## config.mk

```make
export PLATFORM = sky130hd
export DESIGN_NAME = load_misalign_sequencer
export DESIGN_NICKNAME = d
export VERILOG_FILES = /design/src/rtl/load_misalign_sequencer.sv
export SDC_FILE = /design/constraint.sdc
export NUM_CORES = 1
export LEC_CHECK = 0
export BUFFER_PORTS_ARGS = -buffer_cell sky130_fd_sc_hd__buf_4
export CAP_MARGIN = 20
export CORE_AREA = 2 2 104 106
export DETAILED_ROUTE_END_ITERATION = 12
export DIE_AREA = 0 0 106 108
export PLACE_DENSITY = 0.67
export SYNTH_ARGS = -nofsm -noshare
export SYNTH_HDL_FRONTEND = slang
export SYNTH_SLANG_ARGS = --single-unit
```

## constraint.sdc

```tcl
create_clock -name clk -period 1.63 [get_ports clk]
set_input_delay 0.326 -clock clk [delete_from_list [all_inputs] [get_ports clk]]
set_output_delay 0.326 -clock clk [all_outputs]
set_load 0.005 [all_outputs]
```

## src/rtl/load_misalign_sequencer.sv

```systemverilog
// Load sequencer: issues one or two aligned word reads per load, then merges, shifts and extends the result.
// Define KIANV_LOAD_SPLIT_EN to split word-crossing loads; otherwise they return a misaligned fault.
module load_misalign_sequencer #(
    parameter int ADDR_WIDTH = 32,
    parameter int DATA_WIDTH = 32
) (
    input  logic                  clk,
    input  logic                  reset,
    input  logic                  req_valid,
    output logic                  req_ready,
    input  logic [ADDR_WIDTH-1:0] req_addr,
    input  logic [2:0]            req_load_op,
    output logic                  mem_valid,
    input  logic                  mem_ready,
    output logic [ADDR_WIDTH-1:0] mem_addr,
    input  logic [DATA_WIDTH-1:0] mem_rdata,
    output logic                  resp_valid,
    output logic [DATA_WIDTH-1:0] resp_data,
    output logic                  resp_fault,
    output logic                  busy,
    output logic [1:0]            o_dbg_state
);

    // LoadOp_t uses the RISC-V funct3 encoding.
    localparam logic [2:0] OP_LB  = 3'b000;
    localparam logic [2:0] OP_LH  = 3'b001;
    localparam logic [2:0] OP_LW  = 3'b010;
    localparam logic [2:0] OP_LBU = 3'b100;
    localparam logic [2:0] OP_LHU = 3'b101;

    localparam logic [1:0] ST_IDLE = 2'd0;
    localparam logic [1:0] ST_RD0  = 2'd1;
`ifdef KIANV_LOAD_SPLIT_EN
    localparam logic [1:0] ST_RD1  = 2'd2;
`endif
    localparam logic [1:0] ST_RESP = 2'd3;

    logic [1:0]            r_state;
    logic [ADDR_WIDTH-1:0] r_mem_addr;
    logic [2:0]            r_op;
    logic [1:0]            r_off;
    logic [DATA_WIDTH-1:0] r_resp_data;
    logic                  r_resp_fault;
`ifdef KIANV_LOAD_SPLIT_EN
    logic                  r_cross;
    logic [DATA_WIDTH-1:0] r_w0;
`endif
    logic                  w_cross;

    // Both handshakes are valid/ready: a transfer happens on a rising edge where both are high.
    assign w_cross = (((req_load_op == OP_LH) || (req_load_op == OP_LHU)) && (req_addr[1:0] == 2'd3))
                   || ((req_load_op == OP_LW) && (req_addr[1:0] != 2'd0));

    function automatic logic [31:0] f_extract(input logic [31:0] w1, input logic [31:0] w0,
                                              input logic [1:0] off, input logic [2:0] op);
        logic [31:0] v_low;
        v_low = 32'({w1, w0} >> {off, 3'b000});
        case (op)
            OP_LB:   return {{24{v_low[7]}}, v_low[7:0]};
            OP_LH:   return {{16{v_low[15]}}, v_low[15:0]};
            OP_LW:   return v_low;
            OP_LBU:  return {24'd0, v_low[7:0]};
            OP_LHU:  return {16'd0, v_low[15:0]};
            default: return 32'd0;
        endcase
    endfunction

    always_ff @(posedge clk) begin
        if (reset) begin
            r_state      <= ST_IDLE;
            r_mem_addr   <= '0;
            r_op         <= '0;
            r_off        <= '0;
            r_resp_data  <= '0;
            r_resp_fault <= 1'b0;
`ifdef KIANV_LOAD_SPLIT_EN
            r_cross      <= 1'b0;
            r_w0         <= '0;
`endif
        end else begin
            case (r_state)
                ST_IDLE: begin
                    if (req_valid) begin
                        r_op       <= req_load_op;
                        r_off      <= req_addr[1:0];
                        r_mem_addr <= {req_addr[ADDR_WIDTH-1:2], 2'b00};
`ifdef KIANV_LOAD_SPLIT_EN
                        r_cross    <= w_cross;
                        r_state    <= ST_RD0;
`else
                        if (w_cross) begin
                            r_resp_data  <= '0;
                            r_resp_fault <= 1'b1;
                            r_state      <= ST_RESP;
                        end else begin
                            r_state <= ST_RD0;
                        end
`endif
                    end
                end
                ST_RD0: begin
                    if (mem_ready) begin
`ifdef KIANV_LOAD_SPLIT_EN
                        if (r_cross) begin
                            r_w0       <= mem_rdata;
                            r_mem_addr <= r_mem_addr + ADDR_WIDTH'(4);
                            r_state    <= ST_RD1;
                        end else begin
                            r_resp_data  <= f_extract(32'd0, mem_rdata, r_off, r_op);
                            r_resp_fault <= 1'b0;
                            r_state      <= ST_RESP;
                        end
`else
                        r_resp_data  <= f_extract(32'd0, mem_rdata, r_off, r_op);
                        r_resp_fault <= 1'b0;
                        r_state      <= ST_RESP;
`endif
                    end
                end
`ifdef KIANV_LOAD_SPLIT_EN
                ST_RD1: begin
                    if (mem_ready) begin
                        r_resp_data  <= f_extract(mem_rdata, r_w0, r_off, r_op);
                        r_resp_fault <= 1'b0;
                        r_state      <= ST_RESP;
                    end
                end
`endif
                ST_RESP: r_state <= ST_IDLE;
                default: r_state <= ST_IDLE;
            endcase
        end
    end

`ifdef KIANV_LOAD_SPLIT_EN
    assign mem_valid = (r_state == ST_RD0) || (r_state == ST_RD1);
`else
    assign mem_valid = (r_state == ST_RD0);
`endif
    assign req_ready   = (r_state == ST_IDLE);
    assign resp_valid  = (r_state == ST_RESP);
    assign busy        = (r_state != ST_IDLE);
    assign mem_addr    = r_mem_addr;
    assign resp_data   = r_resp_data;
    assign resp_fault  = r_resp_fault;
    assign o_dbg_state = r_state;

endmodule

```

==> flow_summary.yaml, run 1 <==
outcome:
  status: "complete, no violations"
finish:
  finish.instance_area_mm2: 0.004657
  final_cell_mix: "buf_4 (164), nand2_1 (95), dfxtp_1 (66)"
  drive_above_1_share_pct: 41.04
  area_delta_synth_final_pct: 53.29
  stdcell_count: 638
  final_common_cell: "buf_4"
  n_antenna_cell: 0
  nNetsFinal: 568
logic_synthesis:
  yosysSeqAreaShare_pct: 46.13
  synth_edf_count: 0
  synth_area_mm2: 0.003038
  synth_cell_types: 37
  syn_inst: 342
  netlist_top_cells_area: "dfxtp_1 (46%), nand2_1 (12%), mux2i_1 (8.6%)"
  synth_flop_cell: "dfxtp_1"
  synth_top_area_share_pct: 46.13
  yosys_warnings: 0
  synthArstFlopShare_pct: 0
  avgSynthCellArea_um2: 8.883
  synth-seq-cells: 70
  yosys.area.top_type: "dfxtp_1"
clock_network:
  cts_sinks: 70
  cts_tree: "yes"
  htree_num_levels: 3
  ctsLongestPathBuffers: 2
  cts_buffers: 9
  path_clk_slew_ns: 0.07
  clockRootBuffer: "clkbuf_8"
  clkLatencyLatePin_ns: 0.35
  ctsHoldBuffers: 0
worst_setup_path:
  worstPathCellList: "buf_6 > or2b_1 > inv_2 > buf_4"
  worstSetupPathType: "reg -> out"
  crit_slowest_cell: "dfxtp_2"
  cp-start-kind: "register"
  path_max_fanout: 6
  path_buf_inv: 3
  crit_path_max_incr_delay_ns: 0.35
  cp.arrival_ns: 1.24
  critPathCaptureType: "output pin"
  path_delay_family: "flip-flops"
  worst_ep_required_time_ns: 1.30
floorplan:
  die_h_um: 108
  fp.dieW_um: 106
  num_rows: 37
  initial_core_util_pct: 29.69
  die_area_mm2: 0.01145
  io_pins: 142
  core_mm2: 0.01023
pwr:
  ir_worst_vdd_uv: 514.3
  p_total_uw: 4529
  pwr_density_cell_mw_per_mm2: 972.5
  leakage_uw: 0.002091
timing:
  clock.fmax_mhz: 637.4
  setup_viol: 0
  hold_slack_ns: 0.1984
  setup_ws_ns: 0.06107
  final.setup_skew_ns: 0.01067
  post-route-period-util_pct: 96.25
  hold_viol: 0
  slew_violations: 0
  period_needed_ns: 1.569
detailed_routing:
  vias: 3017
  wl_per_cell_um: 13.82
  first_pass_iters: 4
  wirelength_um: 8820
  route.detailed.drc: 0
  drt_iter0_drc: 117
  viasPerCell: 4.729
  detail-route-antenna-nets: 0
flow_run:
  maxCapViolations: 0
placed_design:
  dp_cells: 619
  numPortBuffers: 139
  place_hpwl_um: 6726
  pre_cts_ws_ns: -0.2606
  place.gp.congestion: 0.8320
  placed_area_mm2: 0.004357
global_route:
  grt_pass1_wl_um: 13730
  grt_max_degree: 33
  grt_overflow: 0
  antenna_found_initial: 0
  grt_pass1_vias: 2909
  track_usage_pct: 15.24
min_path:
  min_path_type: "in -> reg"
==> per-layer routing <==
layer	up-vias	part of all wire, %	track usage, %
met5	-	0	0
met4	0	0.92	5.451
met3	5	7.8	5.485
met2	108	48	24.84
met1	1394	43	18.65
li1	1510	-	-
==> through the flow <==
step                utilization (%)    TNS, ns
detailed placement            42.58     -6.435
global placement              42.58     -4.935
floorplan                         -          0
global route                  45.52  -0.002068
finish                        45.52          0
CTS                           45.18          0
==> timing repair <==
item / CTS / global route
resized for setup: 6 / 8
pin swaps: 2 / 2
endpoints found under the setup margin: 11 / 26
cloned: 0 / 0
buffers inserted: 1 / 3
==> worst register-to-register path, stage by stage, from the launching register on <==
cell and delay [ns]:
dfxtp_2 0.34, mux2i_1 0.11, or2_4 0.23, a32o_2 0.24
buf_12 0.17, a221o_1 0.36
==> kinds of logic after synthesis <==
kind of cell | count (synthesis) | share of synthesized area (%)
xor gates and xnor gates | 1 | 0.2884
and+or+nand+nor | 121 | 17.01
muxes | 29 | 9.679
DFF | 70 | 46.13
buffers and inverters | 31 | 5.189
other | 1 | 0.1234
AOI/OAI and AO/OA | 89 | 21.58
==> cell type report <==
| type | count | area [um2] |
|---|---|---|
| fillers | 995 | 5574 |
| clock buffers | 9 | 123.9 |
| repair buffers | 169 | 1314 |
| inverters | 5 | 18.77 |
| clock inverters | 7 | 120.1 |
| multi-input cells | 242 | 1501 |
| flip-flops and latches | 70 | 1409 |
| well taps | 136 | 170.2 |
==> Yosys cell counts (2+ instances only) <==
cell type / count
a21oi_1: 39
nor2b_1: 3
buf_6: 2
clkbuf_1: 9
mux2i_1: 26
dfxtp_1: 70
nand2_1: 95
a221o_1: 18
buf_2: 9
and2_1: 2
inv_1: 5
a32o_1: 6
nor2_1: 12
a22o_1: 2
o21ai_0: 11
mux2_2: 3
a211o_1: 6
buf_4: 4
buf_1: 2
==> sequential cells by signal, summed over array words and instances, names as in the netlist <==
name,cells
r_op,3
r_off,2
resp_data,32
mem_addr,30
resp_fault,1
o_dbg_state,2
==> final timing paths <==
path                   from           end  slack (ns)  cells after the start
max          o_dbg_state[0]     mem_valid        0.06                      4
min                   reset       r_op[0]        0.20                      2
max reg2reg  o_dbg_state[0]  resp_data[9]        0.09                      5
min reg2reg    mem_addr[15]  mem_addr[15]        0.46                      2
==> power by group <==
group / total (uW) / switching, uW / internal [uW]
registers: 1910 / 80.3 / 1830
clock network: 1700 / 683 / 1020
logic: 911 / 416 / 495
total: 4530 / 1180 / 3350
No activity file was read; power rests on OpenSTA's default activity.
==> run 2: changes to the inputs <==
--- a/config.mk
+++ b/config.mk
@@ -7,10 +7,10 @@
 export LEC_CHECK = 0
 export BUFFER_PORTS_ARGS = -buffer_cell sky130_fd_sc_hd__buf_4
 export CAP_MARGIN = 20
-export CORE_AREA = 2 2 104 106
+export CORE_AREA = 2 2 89 91
 export DETAILED_ROUTE_END_ITERATION = 12
-export DIE_AREA = 0 0 106 108
-export PLACE_DENSITY = 0.67
+export DIE_AREA = 0 0 91 93
+export PLACE_DENSITY = 0.84
 export SYNTH_ARGS = -nofsm -noshare
 export SYNTH_HDL_FRONTEND = slang
 export SYNTH_SLANG_ARGS = --single-unit
==> run 2 against run 1 <==
- utilization grew 15 points
- wire length shrank 0.36%
- combinational power fell by 0.4%
- power fell by 3.1%
- register-to-register slack got worse by 0.03 ns
- sequential share of layout area is 0.51 points higher
- final area is 1.9% lower
- maximum frequency is 0.11% higher
- critical path type unchanged
- largest power group unchanged
- highest routed layer unchanged
==> flow_summary.yaml, run 2 (synthesis gave the netlist of run 1 again) <==
outcome:
  status: "complete, no violations"
timing:
  clock.fmax_mhz: 638.1
  setup_ws_ns: 0.06273
  post-route-period-util_pct: 96.15
  period_needed_ns: 1.567
  final.setup_skew_ns: 0.007263
  hold_slack_ns: 0.2275
  hold_viol: 0
  finalSetupTns_ns: 0
  setup_viol: 0
  slew_violations: 0
floorplan:
  die_h_um: 93
  core_mm2: 0.007527
  num_rows: 32
  initial_core_util_pct: 40.36
  fp.dieW_um: 91
  die_area_mm2: 0.008463
  io_pins: 142
detailed_routing:
  viasPerCell: 5.156
  wl_per_cell_um: 14.62
  drt_iter0_drc: 155
  wirelength_um: 8788
  detail-route-antenna-nets: 0
  route.detailed.drc: 0
  vias: 3099
  first_pass_iters: 4
finish:
  final_cell_mix: "buf_4 (161), nand2_1 (95), dfxtp_1 (67)"
  multiInputGateArea_mm2: 0.001505
  drive_above_1_share_pct: 40.48
  largest_register_ffs: 32
  n_antenna_cell: 0
  fillers: 662
  area_delta_synth_final_pct: 50.37
  final_common_cell: "buf_4"
  nNetsFinal: 565
  regArea_mm2: 0.001405
worst_setup_path:
  cp.arrival_ns: 1.24
  path_max_fanout: 7
  worstSetupPathType: "reg -> out"
  worst_ep_required_time_ns: 1.30
  cp-start-kind: "register"
  critPathCaptureType: "output pin"
pwr:
  pwr_density_cell_mw_per_mm2: 961.2
  clkPwrFrac_pct: 35.7
  p_total_uw: 4391
  ir_worst_vdd_uv: 704.9
  pwr-share-comb_pct: 20.7
  netSwitchingPower_uw: 1190
  seq_power_share_pct: 43.6
  p_int_uw: 3201
  p_sw_share_pct: 27.10
  leakage_uw: 0.002062
global_route:
  grt_max_degree: 36
  grt_pass1_wl_um: 14450
  grt_overflow: 0
  grt_pass1_vias: 3090
  track_usage_pct: 21.01
  antenna_found_initial: 0
clock_network:
  cts_buffers: 9
  cts_tree: "yes"
  cts_sinks: 70
  path_clk_slew_ns: 0.08
  ctsHoldBuffers: 0
  clockRootBuffer: "clkbuf_8"
  ctsLongestPathBuffers: 2
  clkLatencyLatePin_ns: 0.34
  htree_num_levels: 3
placed_design:
  place_hpwl_um: 6649
  numPortBuffers: 139
  place.gp.congestion: 0.8528
  pre_cts_ws_ns: -0.2713
min_path:
  min_path_type: "in -> reg"
flow_run:
  maxCapViolations: 0
==> run 2: path summary, 6_finish.rpt <==
| kind | startpoint | endpoint | slack, ns | cells after the start |
|---|---|---|---|---|
| max | o_dbg_state[0] | mem_valid | 0.06 | 4 |
| min | mem_rdata[30] | resp_data[30] | 0.23 | 2 |
| max reg2reg | o_dbg_state[0] | resp_data[3] | 0.06 | 6 |
| min reg2reg | mem_addr[28] | mem_addr[28] | 0.46 | 2 |
==> run 2: final cells by class <==
type / instances / area share (%)
Multi-Input combinational cell: 242 / 32.95
Clock buffer: 10 / 2.794
Sequential cell: 70 / 30.76
Clock inverter: 6 / 2.027
Inverter: 5 / 0.4108
Tap cell: 102 / 2.794
Timing Repair Buffer: 166 / 28.27
==> run 2: power groups by stage <==
stage	clock network [uW]	logic (uW)	registers (uW)
after global placement	0	867	1950
after floorplan	0	413	1950
after CTS	1600	897	1920
after global routing	1680	986	1930
after detailed placement	0	887	1950
final	1570	907	1920
==> run 2: critical path, cell delays in order (launching register included) <==
cell and delay (ns):
dfxtp_2 0.35, buf_6 0.13, or2b_4 0.27, inv_2 0.07, buf_6 0.09
==> run 2: stage by stage <==
| stage | util (%) | area [um2] | instances |
|---|---|---|---|
| floorplan | - | 3042 | 343 |
| CTS | 60.21 | 4532 | 599 |
| detailed placement | 57.11 | 4299 | 583 |
| global route | 60.69 | 4568 | 601 |
| global placement | 57.11 | 4299 | 583 |
| finish | 60.69 | 4568 | 601 |
==> run 2: layer usage <==
metal	part of all wire [%]	global-route usage (%)	routed length, um	vias up
li1	-	-	-	1503
met1	41	25.00	3636	1449
met2	48	34.94	4255	130
met3	7.9	7.252	694	17
met4	2.3	8.207	202	0
met5	0	0	0	-
==> run 2: what timing repair did <==
item,CTS,global route
setup endpoints to repair,11,26
hold endpoints to repair,0,0
setup buffers,0,2
cloned,0,0
resized for setup,6,7
pin swaps,1,1
